`src/rtl/nios2_ram_arbiter_pkg.sv`:
```
// Shared types and widths for the two-master on-chip RAM arbiter.
// Widths are fixed by the 32-bit x 15-bit-address altsyncram behind it.
package nios2_ram_pkg;

  localparam int ADDR_W = 15;
  localparam int DATA_W = 32;
  localparam int BE_W   = DATA_W / 8;

  typedef logic [0:0] master_id_t;

  localparam master_id_t M0 = 1'b0;
  localparam master_id_t M1 = 1'b1;

  typedef struct packed {
    logic       valid;
    master_id_t owner;
  } rd_pipe_entry_t;

endpackage

```
`src/rtl/nios2_ram_arbiter_if.sv`:
```
// Avalon-MM style master bus and the RAM-side port bundle used by the arbiter.
interface nios2_avmm_if;
  import nios2_ram_pkg::*;

  logic [ADDR_W-1:0] address;
  logic [BE_W-1:0]   byteenable;
  logic              read;
  logic              write;
  logic [DATA_W-1:0] writedata;
  logic              waitrequest;
  logic [DATA_W-1:0] readdata;
  logic              readdatavalid;

  modport master (
    output address, byteenable, read, write, writedata,
    input  waitrequest, readdata, readdatavalid
  );

  modport slave (
    input  address, byteenable, read, write, writedata,
    output waitrequest, readdata, readdatavalid
  );
endinterface

interface nios2_ram_if;
  import nios2_ram_pkg::*;

  logic [ADDR_W-1:0] address;
  logic [BE_W-1:0]   byteenable;
  logic              chipselect;
  logic              write;
  logic [DATA_W-1:0] writedata;
  logic              clken;
  logic [DATA_W-1:0] readdata;

  modport master (
    output address, byteenable, chipselect, write, writedata, clken,
    input  readdata
  );

  modport slave (
    input  address, byteenable, chipselect, write, writedata, clken,
    output readdata
  );
endinterface

```
`src/rtl/nios2_ram_arbiter_rr_arb2.sv`:
```
// Two-way round-robin grant. On a tie the master that did not win last time wins;
// the pointer only moves on cycles where something is granted.
module nios2_rr_arb2
  import nios2_ram_pkg::*;
(
  input  logic       clk,
  input  logic       reset_n,
  input  logic [1:0] req,
  output logic [1:0] gnt,
  output master_id_t winner,
  output logic       any_gnt
);

  master_id_t last_gnt_reg;
  master_id_t last_gnt_next;

  always_comb begin
    winner        = M0;
    gnt           = 2'b00;
    any_gnt       = |req;
    last_gnt_next = last_gnt_reg;

    case (req)
      2'b01:   winner = M0;
      2'b10:   winner = M1;
      2'b11:   winner = ~last_gnt_reg;
      default: winner = last_gnt_reg;
    endcase

    if (any_gnt) begin
      gnt[winner]   = 1'b1;
      last_gnt_next = winner;
    end
  end

  // Reset to M1 so master 0 wins the first tie.
  always_ff @(posedge clk or negedge reset_n) begin
    if (!reset_n) begin
      last_gnt_reg <= M1;
    end else begin
      last_gnt_reg <= last_gnt_next;
    end
  end

endmodule

```
`src/rtl/nios2_ram_arbiter.sv`:
```
// Arbitrates CPU (m0) and DMA (m1) onto the single RAM port; one access per
// cycle, read data returned in accept order through an owner-tagged pipe.
module nios2_ram_arbiter
  import nios2_ram_pkg::*;
#(
  parameter int RD_LATENCY = 1
) (
  input  logic              clk,
  input  logic              reset_n,
  nios2_avmm_if.slave       m0,
  nios2_avmm_if.slave       m1,
  nios2_ram_if.master       ram
);

  logic [1:0]        req;
  logic [1:0]        gnt;
  master_id_t        winner;
  logic              any_gnt;

  logic [ADDR_W-1:0] sel_address;
  logic [BE_W-1:0]   sel_byteenable;
  logic              sel_read;
  logic              sel_write;
  logic [DATA_W-1:0] sel_writedata;
  logic              rd_accept;

  logic [ADDR_W-1:0] addr_hold_reg;
  rd_pipe_entry_t    rd_pipe_reg [RD_LATENCY];
  rd_pipe_entry_t    rd_head;

  // Requests are masked in reset so waitrequest stays high and the RAM is idle.
  assign req = {m1.read | m1.write, m0.read | m0.write} & {2{reset_n}};

  nios2_rr_arb2 u_arb (
    .clk     (clk),
    .reset_n (reset_n),
    .req     (req),
    .gnt     (gnt),
    .winner  (winner),
    .any_gnt (any_gnt)
  );

  always_comb begin
    sel_address    = m0.address;
    sel_byteenable = m0.byteenable;
    sel_read       = m0.read;
    sel_write      = m0.write;
    sel_writedata  = m0.writedata;
    if (winner == M1) begin
      sel_address    = m1.address;
      sel_byteenable = m1.byteenable;
      sel_read       = m1.read;
      sel_write      = m1.write;
      sel_writedata  = m1.writedata;
    end
  end

  // A simultaneous read+write is serviced as a write only.
  assign rd_accept = any_gnt & sel_read & ~sel_write;

  assign ram.chipselect = any_gnt;
  assign ram.write      = any_gnt & sel_write;
  assign ram.address    = any_gnt ? sel_address : addr_hold_reg;
  assign ram.byteenable = sel_byteenable;
  assign ram.writedata  = sel_writedata;
  assign ram.clken      = reset_n;

  assign m0.waitrequest = ~gnt[0];
  assign m1.waitrequest = ~gnt[1];

  always_ff @(posedge clk or negedge reset_n) begin
    if (!reset_n) begin
      addr_hold_reg <= '0;
    end else if (any_gnt) begin
      addr_hold_reg <= sel_address;
    end
  end

  generate
    for (genvar gi = 0; gi < RD_LATENCY; gi++) begin : g_rd_pipe
      always_ff @(posedge clk or negedge reset_n) begin
        if (!reset_n) begin
          rd_pipe_reg[gi] <= '0;
        end else if (gi == 0) begin
          rd_pipe_reg[gi] <= '{valid: rd_accept, owner: winner};
        end else begin
          rd_pipe_reg[gi] <= rd_pipe_reg[(gi == 0) ? 0 : gi-1];
        end
      end
    end
  endgenerate

  assign rd_head = rd_pipe_reg[RD_LATENCY-1];

  assign m0.readdatavalid = rd_head.valid & (rd_head.owner == M0);
  assign m1.readdatavalid = rd_head.valid & (rd_head.owner == M1);
  assign m0.readdata      = ram.readdata;
  assign m1.readdata      = ram.readdata;

endmodule
```
`src/flat_wrapper.sv`:
```
// flat-port wrapper written by rule: the top's interface ports become plain ports
module nios2_ram_arbiter_flat import nios2_ram_pkg::*;
#(
  parameter int RD_LATENCY = 1
)
  (clk, reset_n, m0_address, m0_byteenable, m0_read, m0_write, m0_writedata, m0_waitrequest, m0_readdata, m0_readdatavalid, m1_address, m1_byteenable, m1_read, m1_write, m1_writedata, m1_waitrequest, m1_readdata, m1_readdatavalid, ram_address, ram_byteenable, ram_chipselect, ram_write, ram_writedata, ram_clken, ram_readdata);
  nios2_avmm_if m0_i ();
  nios2_avmm_if m1_i ();
  nios2_ram_if ram_i ();
  input  logic clk;
  input  logic reset_n;
  input wire logic [$bits(m0_i.address)-1:0] m0_address;
  input wire logic [$bits(m0_i.byteenable)-1:0] m0_byteenable;
  input wire logic [$bits(m0_i.read)-1:0] m0_read;
  input wire logic [$bits(m0_i.write)-1:0] m0_write;
  input wire logic [$bits(m0_i.writedata)-1:0] m0_writedata;
  output wire logic [$bits(m0_i.waitrequest)-1:0] m0_waitrequest;
  output wire logic [$bits(m0_i.readdata)-1:0] m0_readdata;
  output wire logic [$bits(m0_i.readdatavalid)-1:0] m0_readdatavalid;
  input wire logic [$bits(m1_i.address)-1:0] m1_address;
  input wire logic [$bits(m1_i.byteenable)-1:0] m1_byteenable;
  input wire logic [$bits(m1_i.read)-1:0] m1_read;
  input wire logic [$bits(m1_i.write)-1:0] m1_write;
  input wire logic [$bits(m1_i.writedata)-1:0] m1_writedata;
  output wire logic [$bits(m1_i.waitrequest)-1:0] m1_waitrequest;
  output wire logic [$bits(m1_i.readdata)-1:0] m1_readdata;
  output wire logic [$bits(m1_i.readdatavalid)-1:0] m1_readdatavalid;
  output wire logic [$bits(ram_i.address)-1:0] ram_address;
  output wire logic [$bits(ram_i.byteenable)-1:0] ram_byteenable;
  output wire logic [$bits(ram_i.chipselect)-1:0] ram_chipselect;
  output wire logic [$bits(ram_i.write)-1:0] ram_write;
  output wire logic [$bits(ram_i.writedata)-1:0] ram_writedata;
  output wire logic [$bits(ram_i.clken)-1:0] ram_clken;
  input wire logic [$bits(ram_i.readdata)-1:0] ram_readdata;
  assign m0_i.address = m0_address;
  assign m0_i.byteenable = m0_byteenable;
  assign m0_i.read = m0_read;
  assign m0_i.write = m0_write;
  assign m0_i.writedata = m0_writedata;
  assign m0_waitrequest = m0_i.waitrequest;
  assign m0_readdata = m0_i.readdata;
  assign m0_readdatavalid = m0_i.readdatavalid;
  assign m1_i.address = m1_address;
  assign m1_i.byteenable = m1_byteenable;
  assign m1_i.read = m1_read;
  assign m1_i.write = m1_write;
  assign m1_i.writedata = m1_writedata;
  assign m1_waitrequest = m1_i.waitrequest;
  assign m1_readdata = m1_i.readdata;
  assign m1_readdatavalid = m1_i.readdatavalid;
  assign ram_address = ram_i.address;
  assign ram_byteenable = ram_i.byteenable;
  assign ram_chipselect = ram_i.chipselect;
  assign ram_write = ram_i.write;
  assign ram_writedata = ram_i.writedata;
  assign ram_clken = ram_i.clken;
  assign ram_i.readdata = ram_readdata;
  nios2_ram_arbiter #(.RD_LATENCY(RD_LATENCY)) u_core (.clk(clk), .reset_n(reset_n), .m0(m0_i), .m1(m1_i), .ram(ram_i));
endmodule
```
`config.mk`:
```
export PLATFORM = sky130hd
export DESIGN_NAME = nios2_ram_arbiter_flat
export DESIGN_NICKNAME = d
export VERILOG_FILES = /design/src/rtl/nios2_ram_arbiter_pkg.sv /design/src/rtl/nios2_ram_arbiter_if.sv /design/src/rtl/nios2_ram_arbiter_rr_arb2.sv /design/src/rtl/nios2_ram_arbiter.sv /design/src/flat_wrapper.sv
export SDC_FILE = /design/constraint.sdc
export NUM_CORES = 1
export LEC_CHECK = 0
export BUFFER_PORTS_ARGS = -buffer_cell sky130_fd_sc_hd__buf_2
export CAP_MARGIN = 0
export CORE_AREA = 2 2 102 104
export DETAILED_ROUTE_END_ITERATION = 12
export DIE_AREA = 0 0 104 106
export PLACE_DENSITY_LB_ADDON = 0.08
export SLEW_MARGIN = 20
export SYNTH_ARGS = -nofsm -noshare
export SYNTH_HDL_FRONTEND = slang
export SYNTH_SLANG_ARGS = --single-unit
```
`constraint.sdc`:
```
create_clock -name clk -period 4.1 [get_ports clk]
set_clock_uncertainty 0.1 [all_clocks]
set_input_delay 0.205 -clock clk [delete_from_list [all_inputs] [get_ports clk]]
set_output_delay 0.205 -clock clk [all_outputs]
set_load 0.05 [all_outputs]
```
* Yosys cells after proc, flatten, opt, wreduce, memory -nomap -nowiden
Index checks and enable logic that the tools add are counted.
W data, S select, Z words.
** Word-level totals
- Logic and storage cells :: 34
- Output and inout port bits :: 122
- Bits in read-only memories :: 0
- RAM bits :: 0
- Input port bits :: 140
- Flip-flop bits (word level) :: 18
- Latch bits :: 0
- Memories :: 0
** Operators by class
- $lt $le $gt $ge :: 2
- Eq/ne operators :: 3
- Add/subtract/negate cells :: 0
- Mux-type cells :: 10
- Shift operators :: 0
- Divide/modulo/power cells :: 0
- Multipliers :: 0
- Bitwise gates (word level) :: 13
- Reduce and logical (&&, ||, !) cells :: 2
** Operators with widths (number)
- $mux W32 :: 1
- $mux W15 :: 2
- $and A1 B1 Y1 :: 5
- $not A1 Y1 :: 5
- $eq A2 B2 Y1 const B :: 2
- $mux W4 :: 1
- $mux W1 :: 3
- $pmux W1 S3 :: 1
- $and A2 B2 Y2 :: 1
- $eq A2 B1 Y1 const B :: 1
- $lt A1 B2 Y1 const B :: 1
- $mux W2 :: 1
- $or A1 B1 Y1 :: 2
- $reduce_or A2 Y1 :: 1
- $demux W1 S1 :: 1
- $ge A1 B1 Y1 const B :: 1
- $logic_and A1 B1 Y1 :: 1

* Logic depth before layout (Yosys ltp)
- Depth in word-level cells :: 10
- Gate-level depth with buffers :: 7
- Depth with buffers taken out :: 5

* By module
A second synthesis with hierarchy kept.
** Second synthesis, totals
- Cells, all modules :: 191
- Area total of the unflattened synthesis :: 1808.0 um2
** By module, submodules not included
- nios2_ram_arbiter :: sequential area each 425.4 um2, area each 1742.9 um2, cells each 183, times used 1
- nios2_rr_arb2 :: sequential area each 26.3 um2, area each 65.1 um2, cells each 8, times used 1

* Least setup slack after synthesis
OpenSTA, ideal clock, no wires.
- Path type :: flip-flop to output port
- Start point :: register u_core.u_arb.last_gnt_reg
- End point :: output ram_write
- Data arrival time :: 1717 ps
- Required time :: 3795 ps
- Stages on the path, launching flop included :: 3
- Slack :: 2078 ps
- Cell sequence :: dfstp_2 > nor2_1 > nor3_1
** On the way
- Cells in the longest elaborated chain, start to end :: 4
** Ends and longest elaborated chain
- start, declared :: RTL line nios2_ram_arbiter_rr_arb2.sv:14 : master_id_t last_gnt_reg;
- start signal, assigned :: RTL line nios2_ram_arbiter_rr_arb2.sv:41 : last_gnt_reg <= last_gnt_next;
- $not A1 Y1 :: RTL line nios2_ram_arbiter_rr_arb2.sv:26 : 2'b11: winner = ~last_gnt_reg;
- $pmux W1 S3 (*) :: RTL line nios2_ram_arbiter_rr_arb2.sv:23 : case (req)
- $mux W1 (*) :: RTL line nios2_ram_arbiter.sv:49 : if (winner == M1) begin
- $and A1 B1 Y1 (*) :: RTL line nios2_ram_arbiter.sv:62 : assign ram.write = any_gnt & sel_write;
- end, declared :: RTL line flat_wrapper.sv:31 : output wire logic [$bits(ram_i.write)-1:0] ram_write;
Mark *: on every way between the ends. The rest lies on a longest branch, timed or not.

* Worst setup path after layout
- Start point :: input reset_n
- End point :: output ram_writedata[18]
** On the way
- Cells in the longest elaborated chain, start to end :: 4
- Elaborated cells between the ends (all ways) :: 6
** Ends and longest elaborated chain
- start, declared :: RTL line flat_wrapper.sv:11 : input logic reset_n;
- $and A2 B2 Y2 (*) :: RTL line nios2_ram_arbiter.sv:32 : assign req = {m1.read | m1.write, m0.read | m0.write} & {2{reset_n}};
- $eq A2 B2 Y1 or $eq A2 B1 Y1 (tied branches) :: RTL line nios2_ram_arbiter_rr_arb2.sv:23
- $pmux W1 S3 (*) :: RTL line nios2_ram_arbiter_rr_arb2.sv:23
- $mux W32 (*) :: RTL line nios2_ram_arbiter.sv:49
- end, declared :: RTL line flat_wrapper.sv:32 : output wire logic [$bits(ram_i.writedata)-1:0] ram_writedata;
Marks and branches as above.

==> flow_summary.ini <==
[drt]
drtPass1Iterations = 4
drc_errors = 0
routed_wl_microns = 5965
via_count = 1671
drtIter0Drc = 59
routedWlPerCell_microns = 13.84
viasPerCell = 3.877
ant_nets = 0

[clocking]
clk_latency_ps = 250
cts_buffer_depth = 2
cts_buffers = 3
clock-sinks = 18
cts_tree = built
clk_pin_slew_ps = 70
cts-root-buf = clkbuf_8
cts_resized = 0
h-tree-depth = 1

[place]
dp_hpwl_microns = 4838
dpl_cell_area_sq_um = 2252
port_buffers = 165
place_congestion = 0.7778

[global_routing]
grt_pass1_wl_microns = 8970
grt_max_degree = 29
grt-ovfl-total = 0
antenna_found_initial = 0
track_usage_pct = 10.16
grt_pass1_vias = 1789

[sta]
max_freq_mhz = 306.1
hold_viol_final = 0
timing.setup.tns_ps = 0
worst_slew_pin_slew_ps = 900.3
period_share_pct = 79.68
setup_viol_count_final = 0
rsz0062_at_grt = false
period_needed_ps = 3267
slew_headroom_pct = 39.98
slew_viol_final = 0

[cells_and_area]
nets = 436
area_growth_pct = 28.97
stdcell_area_sq_um = 2317
n_fill_cell = 1152
layout-drive-gt1-share_pct = 70.85
diodes = 0
largest_register_ffs = 15

[logic_synthesis]
synth_top_area_share_pct = 28.41
ys_types = 24
synth_seq_cells = 18
synth_area_leaders = buf_4 (28%), dfrtp_1 (24%), mux2_2 (21%)
yosys.area.top_type = buf_4
seq_area_frac_synth_pct = 25.14
syn_area_sq_um = 1797
postSynthCellCount = 197
synth_nets = 337
yosysWarnings = 0
syn_area_per_cell_sq_um = 9.120

[floorplan]
num_rows = 37
core_area_sq_um = 10000
die-area_sq_um = 11020
die_h_microns = 106
dieWidth_microns = 104
num_io_pins = 262
start_util_pct = 17.97

[pwr]
switching_share_pct = 52.84
p_int_mw = 0.4870
ir_drop_mv = 0.1782
p_clk_share_pct = 14.4
power_switching_mw = 0.5458
leakagePower_nw = 1.244
p_per_area_nw_per_um2 = 445.7
p_comb_share_pct = 63.8
seq_power_share_pct = 21.9

[flow_run]
maxCapViolCount = 0

[outcome]
status = finished clean

[critical_path]
crit_path_cell_trace = dlygate4sd3_1, buf_2, inv_1, o22ai_4, buf_4, mux2_2, buf_2
path_class = in -> out
rrSetupSlack_ps = 1950
crit_slowest_cell = o22ai_4
worstPathMaxFanout = 28
end_kind = output port
ff2ff_path_depth = 5
crit_family = buffers and inverters
startpoint_type = primary input
r2r-end = u_core.addr_hold_reg[6]$_DFF_PN0_
r2r_start = u_core.u_arb.last_gnt_reg$_DFFE_PN1N_
slowest_delay_ps = 680
arrival_ps = 2960
critPathBufInv = 5
critPathMostFrequentCell = buf_2
crit_required_ps = 3800

[worst_hold_path]
whs_path_depth = 3
holdPathEnd = u_core.addr_hold_reg[12]$_DFF_PN0_
hold_start = m0_address[12]
min_path_type = in -> reg
[power by group through the flow]
stage               logic, mW  registers [mW]  clock network [mW]
detailed placement      0.667           0.229                   0
CTS                     0.669           0.225               0.156
global route            0.696           0.229               0.162
finish                  0.659           0.226               0.148
global placement        0.668           0.228                   0
floorplan               0.675           0.225                   0
[through the flow]
step	hold slack (ps)	setup slack [ps]	util (%)	total power, mW	std cells
floorplan	-190.6	2078	-	0.9004	197
global placement	116.1	1291	22.52	0.8962	426
detailed placement	114.5	1269	22.52	0.8956	426
CTS	81.81	733.1	23.17	1.050	431
global route	109.3	561.7	23.17	1.088	431
finish	91.27	833.1	23.17	1.033	431
[metal layers]
layer | wire (microns) | share of wire (%) | vias to the layer above | track usage (%)
li1 | - | - | 802 | -
met1 | 2318 | 39 | 735 | 11.38
met2 | 3042 | 51 | 124 | 18.94
met3 | 531 | 8.9 | 10 | 2.698
met4 | 74 | 1.2 | 0 | 2.799
met5 | 0 | 0 | - | 0
[cells in the final DEF (no fill, tap or decap)]
cell type,synthesis,routed
dlygate4sd3_1,0,1
and2_1,2,2
nor3_1,1,1
nor2_1,1,1
a22oi_1,15,15
o22ai_4,1,1
nand3_1,15,15
nor4_1,1,1
nand2_1,18,18
mux2_1,2,2
mux2_2,34,34
o21ai_2,1,1
nor2b_1,1,1
a21oi_1,2,2
dfstp_2,1,1
clkinv_1,1,1
dfrtp_1,17,17
buf_2,3,165
o21a_1,2,2
buf_4,68,3
inv_1,5,5
o21ai_0,1,1
clkbuf_8,0,4
nand2b_1,1,1
[how the worst max path moves through the flow]
stage                                   end                                  start  cells after the start  slack, ps
after floorplan                   ram_write  u_core.u_arb.last_gnt_reg$_DFFE_PN1N_                      2       2080
after global placement    ram_writedata[13]                                reset_n                      6       1290
after detailed placement  ram_writedata[13]                                reset_n                      6       1270
after CTS                 ram_writedata[13]                                reset_n                      7        730
after global routing       ram_writedata[9]                                reset_n                      7        560
final                     ram_writedata[18]                                reset_n                      7        830
[worst min-delay path: stages]
cell and delay, ps:
buf_2 70, nand3_1 50, nand2_1 80
[cells by family (layout without fill, tap and decap cells)]
| logic type | count (synthesis) | after routing | share of synthesized area [%] |
|---|---|---|---|
| AND/OR/NAND/NOR | 40 | 40 | 10.17 |
| flip-flops | 18 | 18 | 25.14 |
| AO/OA/AOI/OAI | 22 | 22 | 9.540 |
| buffers and inverters | 81 | 179 | 32.59 |
| multiplexers | 36 | 36 | 22.56 |
[Yosys cell counts]
master / count
nor4_1: 1
a21oi_1: 2
o21ai_2: 1
nand2_1: 18
nor2b_1: 1
buf_6: 3
dfrtp_1: 17
buf_4: 68
clkinv_1: 1
nand3_1: 15
mux2_2: 34
a22oi_1: 15
clkbuf_1: 1
nor2_1: 1
inv_1: 5
buf_2: 3
o21a_1: 2
nand2b_1: 1
mux2_1: 2
nor3_1: 1
o21ai_0: 1
dfstp_2: 1
o22ai_4: 1
and2_1: 2
[timing repair]
| action | 4_1_cts | 5_1_grt |
|---|---|---|
| setup buffers | 0 | 0 |
| hold buffers | 1 | 0 |
| hold endpoints to repair | 17 | 0 |
[cell type report]
class | count | area (sq um) | area share [%]
repair buffers | 169 | 858.3 | 37.04
inverters | 6 | 22.52 | 0.9719
multi-input cells | 98 | 759.5 | 32.78
well taps | 136 | 170.2 | 7.343
flip-flops and latches | 18 | 451.7 | 19.49
clock buffers | 4 | 55.05 | 2.376
(Power assumes the default switching activity.)
